[config.mk]
export PLATFORM = sky130hd
export DESIGN_NAME = cory_sram_arbn
export DESIGN_NICKNAME = d
export VERILOG_FILES = /design/src/rtl/cory_sram_arbn_pkg.sv /design/src/rtl/cory_rr_pick.sv /design/src/rtl/cory_sram_arbn.sv
export SDC_FILE = /design/constraint.sdc
export NUM_CORES = 1
export LEC_CHECK = 0
export ABC_AREA = 1
export BUFFER_PORTS_ARGS = -buffer_cell sky130_fd_sc_hd__buf_2
export CAP_MARGIN = 10
export CORE_ASPECT_RATIO = 1.75
export CORE_MARGIN = 2
export CORE_UTILIZATION = 34
export CTS_BUF_LIST = sky130_fd_sc_hd__clkbuf_16
export CTS_CLUSTER_SIZE = 8
export DETAILED_ROUTE_END_ITERATION = 8
export GPL_TIMING_DRIVEN = 0
export HOLD_SLACK_MARGIN = 0.1
export PLACE_DENSITY = 0.79
export SLEW_MARGIN = 10
export SYNTH_ARGS = -nofsm -noshare
export SYNTH_HDL_FRONTEND = slang
export SYNTH_SLANG_ARGS = --single-unit
[constraint.sdc]
create_clock -name clk -period 1.7 [get_ports clk]
set_input_delay 0 -clock clk [delete_from_list [all_inputs] [get_ports clk]]
set_output_delay 0 -clock clk [all_outputs]
set_load 0.01 [all_outputs]
[src/rtl/cory_sram_arbn_pkg.sv]
// Shared helpers for the cory_sram_arbn SRAM arbiter: id width and modulo-N
// index arithmetic used by the picker and the priority pointer.
package cory_sram_arbn_pkg;

    localparam int CORY_N_MAX     = 16;
    localparam int CORY_L_MAX     = 4;

    // Requester id width; a 1-bit id is kept even for degenerate N.
    function automatic int cory_idw(input int n);
        return (n > 1) ? $clog2(n) : 1;
    endfunction

    // (b + off) mod n for b < n and off <= n, without a divider.
    function automatic int cory_wrap(input int b, input int off, input int n);
        int s;
        s = b + off;
        if (s >= n) s = s - n;
        return s;
    endfunction

endpackage

[src/rtl/cory_rr_pick.sv]
// Rotate-priority picker: grants the first set request at or after base,
// wrapping modulo N.
module cory_rr_pick
    import cory_sram_arbn_pkg::*;
#(
    parameter  int N  = 4,
    localparam int IW = cory_idw(N)
) (
    input  logic [N-1:0]  req,
    input  logic [IW-1:0] base,
    output logic [N-1:0]  gnt,
    output logic [IW-1:0] gid,
    output logic          any
);

    logic [IW-1:0] idx;

    // Scan from the farthest offset down so the nearest set request wins last.
    always_comb begin
        gid = '0;
        idx = '0;
        for (int i = N - 1; i >= 0; i--) begin
            idx = IW'(cory_wrap(int'(base), i, N));
            if (req[idx]) gid = idx;
        end
    end

    assign any = |req;
    assign gnt = any ? (N'(1) << gid) : '0;

endmodule

[src/rtl/cory_sram_arbn.sv]
// N-port round-robin arbiter with burst hold in front of one single-port SRAM;
// tracks read owners through the SRAM latency and returns data to them.
module cory_sram_arbn
    import cory_sram_arbn_pkg::*;
#(
    parameter  int N     = 4,
    parameter  int A     = 8,
    parameter  int D     = 16,
    parameter  int L     = 1,
    parameter  int BURST = 4,
    localparam int IW    = cory_idw(N)
) (
    input  logic           clk,
    input  logic           reset_n,
    input  logic [N-1:0]   i_a_v,
    input  logic [N-1:0]   i_a_we,
    input  logic [N*A-1:0] i_a_addr,
    input  logic [N*D-1:0] i_a_wdata,
    output logic [N-1:0]   o_a_r,
    output logic [N-1:0]   o_a_rv,
    output logic [D-1:0]   o_a_rdata,
    output logic           o_z_cen,
    output logic           o_z_wen,
    output logic [A-1:0]   o_z_addr,
    output logic [D-1:0]   o_z_wdata,
    input  logic [D-1:0]   i_z_rdata,
    input  logic           i_z_r
);

    localparam int CW = $clog2(BURST + 1);

    logic [IW-1:0] pri_q, pri_d;
    logic [IW-1:0] own_q, own_d;
    logic          hold_q, hold_d;
    logic [CW-1:0] cnt_q, cnt_d;

    logic [N-1:0]  pick_gnt;
    logic [IW-1:0] pick_gid;
    logic          any_v;

    logic          use_own;
    logic [IW-1:0] g;
    logic [N-1:0]  g_oh;
    logic          g_we;
    logic [A-1:0]  g_addr;
    logic [D-1:0]  g_wdata;
    logic          accept;
    logic [CW-1:0] cnt_base;

    logic [L-1:0]  rv_q;
    logic [IW-1:0] rid_q [L];

    cory_rr_pick #(.N(N)) u_pick (
        .req  (i_a_v),
        .base (pri_q),
        .gnt  (pick_gnt),
        .gid  (pick_gid),
        .any  (any_v)
    );

    // The burst owner keeps the grant only while it still presents a request.
    assign use_own  = hold_q & i_a_v[own_q];
    assign g        = use_own ? own_q : pick_gid;
    assign g_oh     = use_own ? (N'(1) << own_q) : pick_gnt;
    assign g_we     = i_a_we[g];
    assign accept   = any_v & i_z_r;
    assign cnt_base = use_own ? cnt_q : '0;

    always_comb begin
        g_addr  = '0;
        g_wdata = '0;
        for (int k = 0; k < N; k++) begin
            if (g_oh[k]) begin
                g_addr  = i_a_addr[k*A +: A];
                g_wdata = i_a_wdata[k*D +: D];
            end
        end
    end

    assign o_a_r     = i_z_r ? g_oh : '0;
    assign o_z_cen   = ~any_v;
    assign o_z_wen   = any_v ? ~g_we : 1'b1;
    assign o_z_addr  = g_addr;
    assign o_z_wdata = g_wdata;

    always_comb begin
        pri_d  = pri_q;
        own_d  = own_q;
        hold_d = hold_q;
        cnt_d  = cnt_q;
        if (accept) begin
            pri_d = IW'(cory_wrap(int'(g), 1, N));
            if (int'(cnt_base) + 1 < BURST) begin
                hold_d = 1'b1;
                own_d  = g;
                cnt_d  = cnt_base + CW'(1);
            end else begin
                hold_d = 1'b0;
                cnt_d  = '0;
            end
        end
    end

    always_ff @(posedge clk or negedge reset_n) begin
        if (!reset_n) begin
            pri_q  <= '0;
            own_q  <= '0;
            hold_q <= 1'b0;
            cnt_q  <= '0;
        end else begin
            pri_q  <= pri_d;
            own_q  <= own_d;
            hold_q <= hold_d;
            cnt_q  <= cnt_d;
        end
    end

    // Fixed-length owner pipe; i_z_r only gates issue, so this never stalls.
    always_ff @(posedge clk or negedge reset_n) begin
        if (!reset_n) begin
            rv_q <= '0;
            for (int k = 0; k < L; k++) rid_q[k] <= '0;
        end else begin
            rv_q[0]  <= accept & ~g_we;
            rid_q[0] <= g;
            for (int k = 1; k < L; k++) begin
                rv_q[k]  <= rv_q[k-1];
                rid_q[k] <= rid_q[k-1];
            end
        end
    end

    assign o_a_rv    = rv_q[L-1] ? (N'(1) << rid_q[L-1]) : '0;
    assign o_a_rdata = rv_q[L-1] ? i_z_rdata : '0;

endmodule

==> results of run 1 <==
worst paths after layout:
path / depth (start not counted) / start / slack, ps / endpoint
max: 14 / pri_q[0] / -470 / o_z_addr[6]
min: 2 / reset_n / 180 / hold_q
max reg2reg: 14 / pri_q[0] / -270 / pri_q[1]
min reg2reg: 2 / cnt_q[2] / 500 / cnt_q[2]
max in group asynchronous: 2 / reset_n / 1300 / own_q[0]
min in group clk: 7 / i_a_we[3] / 250 / rv_q
worst max-delay path, cell delays in order, from the launching register on:
cell,delay (ps)
dfrtp_1,410
buf_6,170
nand2_4,80
nand2_4,60
nor2_4,100
nor2_1,50
nor2_1,170
nand2_1,110
nor2_2,100
nand3_2,110
nand2_4,120
buf_6,140
nand2_2,40
nand4_1,120
buf_2,150
cell families after synthesis:
| family | after synthesis | synth area share [%] |
|---|---|---|
| adders and majority gates | 1 | 0.700 |
| xor gates and xnor gates | 1 | 0.911 |
| and+or+nand+nor | 210 | 59.2 |
| AOI/OAI and AO/OA | 16 | 4.90 |
| DFF | 11 | 15.4 |
| buffers and inverters | 66 | 18.9 |
placed cells by master, fill, tap and decap left out, drive strengths merged:
| cell type | n |
|---|---|
| o21ai | 12 |
| nor2 | 12 |
| o211ai | 1 |
| nand3 | 64 |
| o22ai | 1 |
| a21oi | 2 |
| nor3 | 6 |
| ha | 1 |
| dfrtp | 11 |
| nor4 | 1 |
| inv | 44 |
| dlygate4sd3 | 1 |
| buf | 214 |
| nand2 | 79 |
| nand4 | 48 |
| clkbuf | 7 |
| xnor2 | 1 |
state kept, by name (all words and copies together) (netlist names):
register and cells:
hold_q 1, own_q 2, rv_q 1, rid_q 2
cnt_q 3, pri_q 2
timing repair:
action | CTS | global route
endpoints found under the setup margin | 37 | 37
setup buffers | 18 | 2
hold buffers | 1 | 0
resized for setup | 71 | 29
pin swaps | 21 | 8
gates cloned | 3 | 0
hold endpoints to repair | 11 | 0
area by class of cell:
cell class	count	area share, %
multi-input combinational	228	42.6
timing repair buffer	196	32.4
sequential	11	8.35
buffer	23	7.14
inverter	43	5.10
clock buffer	3	2.27
tap	54	2.04
clock inverter	1	0.113
through the flow:
| step | instance area, sq um | TNS (ps) | utilization (%) | setup slack [ps] |
|---|---|---|---|---|
| after floorplan | 1790 | 0 | - | 33.7 |
| after global placement | 2720 | -3380 | 54.1 | -164 |
| after detailed placement | 2720 | -4780 | 54.1 | -202 |
| after CTS | 3170 | -10360 | 63.2 | -365 |
| after global routing | 3310 | -18150 | 66.0 | -619 |
| final | 3310 | -13100 | 66.0 | -470 |
per-layer routing:
| metal | global-route usage, % | routed length, um |
|---|---|---|
| met1 | 28.3 | 2980 |
| met2 | 53.2 | 4440 |
| met3 | 4.25 | 718 |
| met4 | 9.27 | 220 |
| met5 | 0 | 0 |
power by group through the flow:
| stage | logic [W] | clock network [W] | registers, W |
|---|---|---|---|
| final | 0.00857 | 0.000424 | 0.000453 |
| after global routing | 0.00923 | 0.000447 | 0.000468 |
| after floorplan | 0.00437 | 0 | 0.000425 |
| after CTS | 0.00798 | 0.000427 | 0.000448 |
| after detailed placement | 0.00655 | 0 | 0.000444 |
| after global placement | 0.00649 | 0 | 0.000439 |
==> results.yml, run 1 <==
outcome:
  status: "complete, but fails checks"
  violations: "design-rule violations, negative setup slack"
yosys:
  synth_commonest_cells: "nand2_1 (74), nand3_1 (61), nand4_1 (48)"
  ys_ff_latch: 11
  synth_edf_count: 0
  syn_area_per_cell_sq_um: 5.86
  synth_nets: 429
  ys_warn_count: 0
  yosysMostFrequentCell: "nand2_1"
  ys_types: 27
  async_flop_share_pct: 100
  synth_area_leader_cell: "nand3_1"
  yosys_most_used_dff: "dfrtp_1"
  synth_cells: 305
  synthTopCellsByArea: "nand3_1 (17%), nand4_1 (17%), nand2_1 (16%)"
  netlist.area_leader.share_pct: 17.1
  synth_area_sq_um: 1790
  seq_area_frac_synth_pct: 15.4
clock_tree:
  cts_tree: "built"
  clk_path_buf_depth: 2
  worst_skew_pair.late_latency_ps: 240
  clk_pin_slew_ps: 40
  cts_root_buf: "clkbuf_16"
  cts_sinks: 11
  cts_buffers: 3
  cts_max_level: 1
floorplan:
  initial_utilization_pct: 35.6
  dieWidth_um: 58.8
  dieArea_sq_um: 5870
  die_y_um: 99.9
  fp.coreArea_sq_um: 5020
  ios: 173
  fp-row-count: 34
finish:
  area_delta_synth_final_pct: 85.3
  fin_cells: 559
  final_nets: 630
  regArea_sq_um: 277
  multi_input_area_sq_um: 1410
  drive_above_1_share_pct: 55.6
  antenna_cells: 0
  num-fill-cells: 454
sta:
  hold_viol: 0
  final_max_slew_viol_count: 0
  skew_ps: 1.53
  worst_pin_slew_ps: 897
  post-route-min-period_ps: 2170
  rsz0062_at_grt: "yes"
  slew_headroom_pct: 39.7
  holdWs_ps: 179
  max_freq_ghz: 0.461
  fin_crit_sh_pct: 128
  finalSetupViolations: 36
  postLayoutSetupSlackWorst_ps: -470
power:
  power_leakage_nw: 1.91
  p_int_w: 0.00435
  swShare_pct: 53.9
  p_per_area_nw_per_um2: 2850
  ir_drop_v: 0.00215
  p_seq_share_pct: 4.8
  pwr-share-comb_pct: 90.7
  pwr-share-clk_pct: 4.5
  power_w: 0.00944
  p_sw_w: 0.00509
setup_path:
  crit_fanout: 5
  cp.required_ps: 1700
  critical_path_arrival_ps: 2170
  critPathKind: "reg2out"
  end_kind: "primary output"
  critPathLaunchType: "flip-flop"
route:
  first_pass_iters: 7
  wirelength_mm: 8.36
  ant_nets: 0
  vias: 2975
  drc_errors: 13
  viasPerCell: 5.32
  drt_iter0_markers: 109
  wire_per_inst_um: 15.0
global_routing:
  grt_antenna_before_repair: 0
  grt_pass1_vias: 2863
  overflow: 0
  grtUsageTotal_pct: 27.4
  grt_max_degree: 12
  grt_pass1_wl_mm: 12.7
worst_hold_path:
  hold_path.class: "in2async"
placement:
  dp_hpwl_mm: 6.31
  place_inst: 531
  place.port_buffers: 172
  gp_congestion: 0.864
run:
  max-cap-violations: 0
Power figures use the tool's default switching activity.
==> run 2: changes to the inputs <==
Settings changed: ABC_AREA 1 to default, CORE_UTILIZATION 34 to 33, PLACE_DENSITY 0.79 to 0.77.
==> run 2 against run 1 <==
  * The flow finishes with violations (negative setup slack)
  * Setup slack worse by 270 ps
  * Design area grew 8.3%
  * Global-route usage decreased by 1.0 points
  * Clock power about the same
  * Sequential power increased by 4%
  * Utilization increased by 2.9 points
  * Die area rose by 2.2%
  * Final cell count is 14% lower
  * Area after synthesis shrank 0.63%
  * Combinational power shrank 37%
  * Critical path type unchanged
  * Critical endpoint is now o_z_wdata[12]
==> results.yml, run 2 <==
outcome:
  status: "complete, but fails checks"
  violations: "negative setup slack"
finish:
  largest_reg_flops: 3
  layout_commonest_cell: "buf_2"
  num-fill-cells: 358
  drive_above_1_share_pct: 70.3
  final_area_sq_um: 3590
  area_delta_synth_final_pct: 102
  mostFrequentLayoutCells: "buf_2 (169), inv_1 (54), a221oi_2 (39)"
  final_nets: 549
  regArea_sq_um: 277
  multi_input_area_sq_um: 1580
  regMostFlops: "cnt_q"
  antenna_cells: 0
setup_path:
  cpPeakStageDelay_ps: 370
  crit_fanout: 10
  r2r_cells: 9
  rrSetupSlack_ps: -550
  r2r-end: "own_q[0]"
  critPathKind: "reg2out"
  end_kind: "primary output"
  cp.required_ps: 1700
  reg2reg_from: "own_q[0]"
  cp-startpoint: "pri_q[1]"
  cp_slowest_cell: "dfrtp_1"
  cp_cell_sequence: "buf_6 -> or3b_1 -> o221a_4 -> o41ai_4 -> buf_6 -> buf_12 -> buf_16 -> a221oi_2 -> a221oi_2 -> buf_2"
  critical_path_arrival_ps: 2440
  critPathLaunchType: "flip-flop"
yosys:
  synth_mux_area_share_pct: 3.66
  ys_types: 49
  synth_edf_count: 0
  synth_adder_area_share_pct: 0.705
  synthSimpleGateAreaFrac_pct: 17.8
  yosys_most_used_dff: "dfrtp_1"
  async_flop_share_pct: 100
  ys_warn_count: 0
  synth_cells: 218
  synth_compound_area_share_pct: 44.5
  synthTopCellsByArea: "a221oi_2 (17%), dfrtp_1 (16%), a221oi_1 (14%)"
  synth_commonest_cells: "inv_1 (53), a221oi_1 (28), and2_1 (24)"
  synth_xor_xnor_area_share_pct: 0
  synth_nets: 342
  synth_area_sq_um: 1780
  netlist.area_leader.share_pct: 16.9
  seq_area_frac_synth_pct: 15.5
  yosysMostFrequentCell: "inv_1"
  ys_ff_latch: 11
  synth_area_leader_cell: "a221oi_2"
  synth_top_family_by_area: "compound AO/OA/AOI/OAI gates"
  syn_area_per_cell_sq_um: 8.14
sta:
  fin_crit_sh_pct: 143
  postLayoutSetupSlackWorst_ps: -737
  worst_pin_slew_ps: 446
  finalSetupViolations: 38
  final_max_slew_viol_count: 0
  slew_headroom_pct: 70.1
  post-route-min-period_ps: 2440
  skew_ps: 0.289
  rsz0062_at_grt: "yes"
  hold_viol: 0
  max_freq_ghz: 0.410
route:
  first_pass_iters: 4
  wire_per_inst_um: 18.0
  wirelength_mm: 8.61
  drc_errors: 0
  vias: 2591
  viasPerCell: 5.41
  drt_iter0_markers: 110
  ant_nets: 0
clock_tree:
  cts_sinks: 11
  worst_skew_pair.late_latency_ps: 230
  clk_path_buf_depth: 2
  cts_buffers: 3
  clk_pin_slew_ps: 40
  cts_tree: "built"
  cts_root_buf: "clkbuf_16"
  cts_max_level: 1
power:
  p_int_w: 0.00342
  power_w: 0.00632
  p_seq_share_pct: 7.5
  swShare_pct: 45.9
  ir_drop_v: 0.00107
  power_leakage_nw: 1.97
  pwr-share-comb_pct: 85.9
  p_sw_w: 0.00290
  p_per_area_nw_per_um2: 1760
  pwr-share-clk_pct: 6.7
global_routing:
  grt_pass1_wl_mm: 12.3
  grt_pass1_vias: 2632
  grt_max_degree: 12
  grt_antenna_before_repair: 0
  grtUsageTotal_pct: 26.4
  overflow: 0
floorplan:
  initial_utilization_pct: 34.1
  dieWidth_um: 59.4
  fp-row-count: 35
  fp.coreArea_sq_um: 5210
  die_y_um: 101
  dieArea_sq_um: 6010
  ios: 173
worst_hold_path:
  hold_path.class: "in2async"
placement:
  place.port_buffers: 170
  gp_congestion: 0.938
  place_area_sq_um: 2940
  dp_hpwl_mm: 6.09
run:
  max-cap-violations: 0
-- run 2: cell count changes in the layout (fill, tap and decap cells not counted), moves of 7 or more --
cell,change
nand2_2,-16
inv_1,+18
and2_1,+18
a221oi_2,+39
nand3_1,-52
nand4_1,-48
nand3_2,-8
nand2_1,-44
nand2_4,-7
-- run 2: what timing repair did --
action / CTS / global route
endpoints found under the setup margin: 38 / 39
resized for setup: 42 / 19
hold endpoints to repair: 12 / 0
gates cloned: 3 / 0
setup buffers: 24 / 5
pin swaps: 15 / 7
hold buffers: 2 / 0
-- run 2: layout make-up --
class | instances | area share (%)
Inverter | 54 | 5.72
Tap cell | 55 | 1.92
Clock inverter | 1 | 0.105
Sequential cell | 11 | 7.71
Clock buffer | 3 | 2.09
Buffer | 16 | 4.85
Timing Repair Buffer | 203 | 33.5
Multi-Input combinational cell | 136 | 44.1
-- run 2: stage by stage --
step                      TNS, ps  util, %  instances  setup slack (ps)  hold WS [ps]
after floorplan             -8740        -        218              -339          -296
after global placement     -18700     56.5        443              -699          -124
after detailed placement   -20090     56.5        443              -743          -116
after CTS                  -19390     66.4        476              -633           166
after global routing       -23790     68.8        479              -775           202
final                      -21820     68.8        479              -737           157
-- run 2: power by group through the flow --
stage / combinational (W) / clock (W) / sequential [W]
3_3_place_gp: 0.00395 / 0 / 0.000446
5_1_grt: 0.00572 / 0.000437 / 0.000482
4_1_cts: 0.00503 / 0.000421 / 0.000452
3_5_place_dp: 0.00402 / 0 / 0.000452
2_1_floorplan: 0.00282 / 0 / 0.000431
6_report: 0.00543 / 0.000421 / 0.000472
-- run 2: worst max-delay path by stage --
stage,depth (start not counted),to
after CTS,9,o_z_wdata[13]
after global placement,7,o_z_wdata[11]
after floorplan,6,o_a_r[2]
final,10,o_z_wdata[12]
after global routing,9,o_z_wdata[13]
after detailed placement,7,o_z_wdata[11]
-- run 2: cell families after synthesis --
| family | count (synthesis) |
|---|---|
| buffers and inverters | 71 |
| muxes | 6 |
| AOI/OAI and AO/OA | 75 |
| adders and majority gates | 1 |
| DFF | 11 |
| and+or+nand+nor | 54 |
-- run 2: critical path, delay by kind of cell, from the launching register on --
kind / cells / cell delay, ps
buf+inv: 5 / 750
compound gates: 4 / 730
flops: 1 / 370
simple gates: 1 / 360
-- run 2: routing by layer --
metal | up-vias | global-route usage, % | share of wire, %
met5 | - | 0 | 0
met4 | 0 | 10.7 | 3.4
met3 | 28 | 4.49 | 7.8
met2 | 122 | 51.5 | 55
met1 | 1228 | 25.8 | 33
li1 | 1213 | - | -
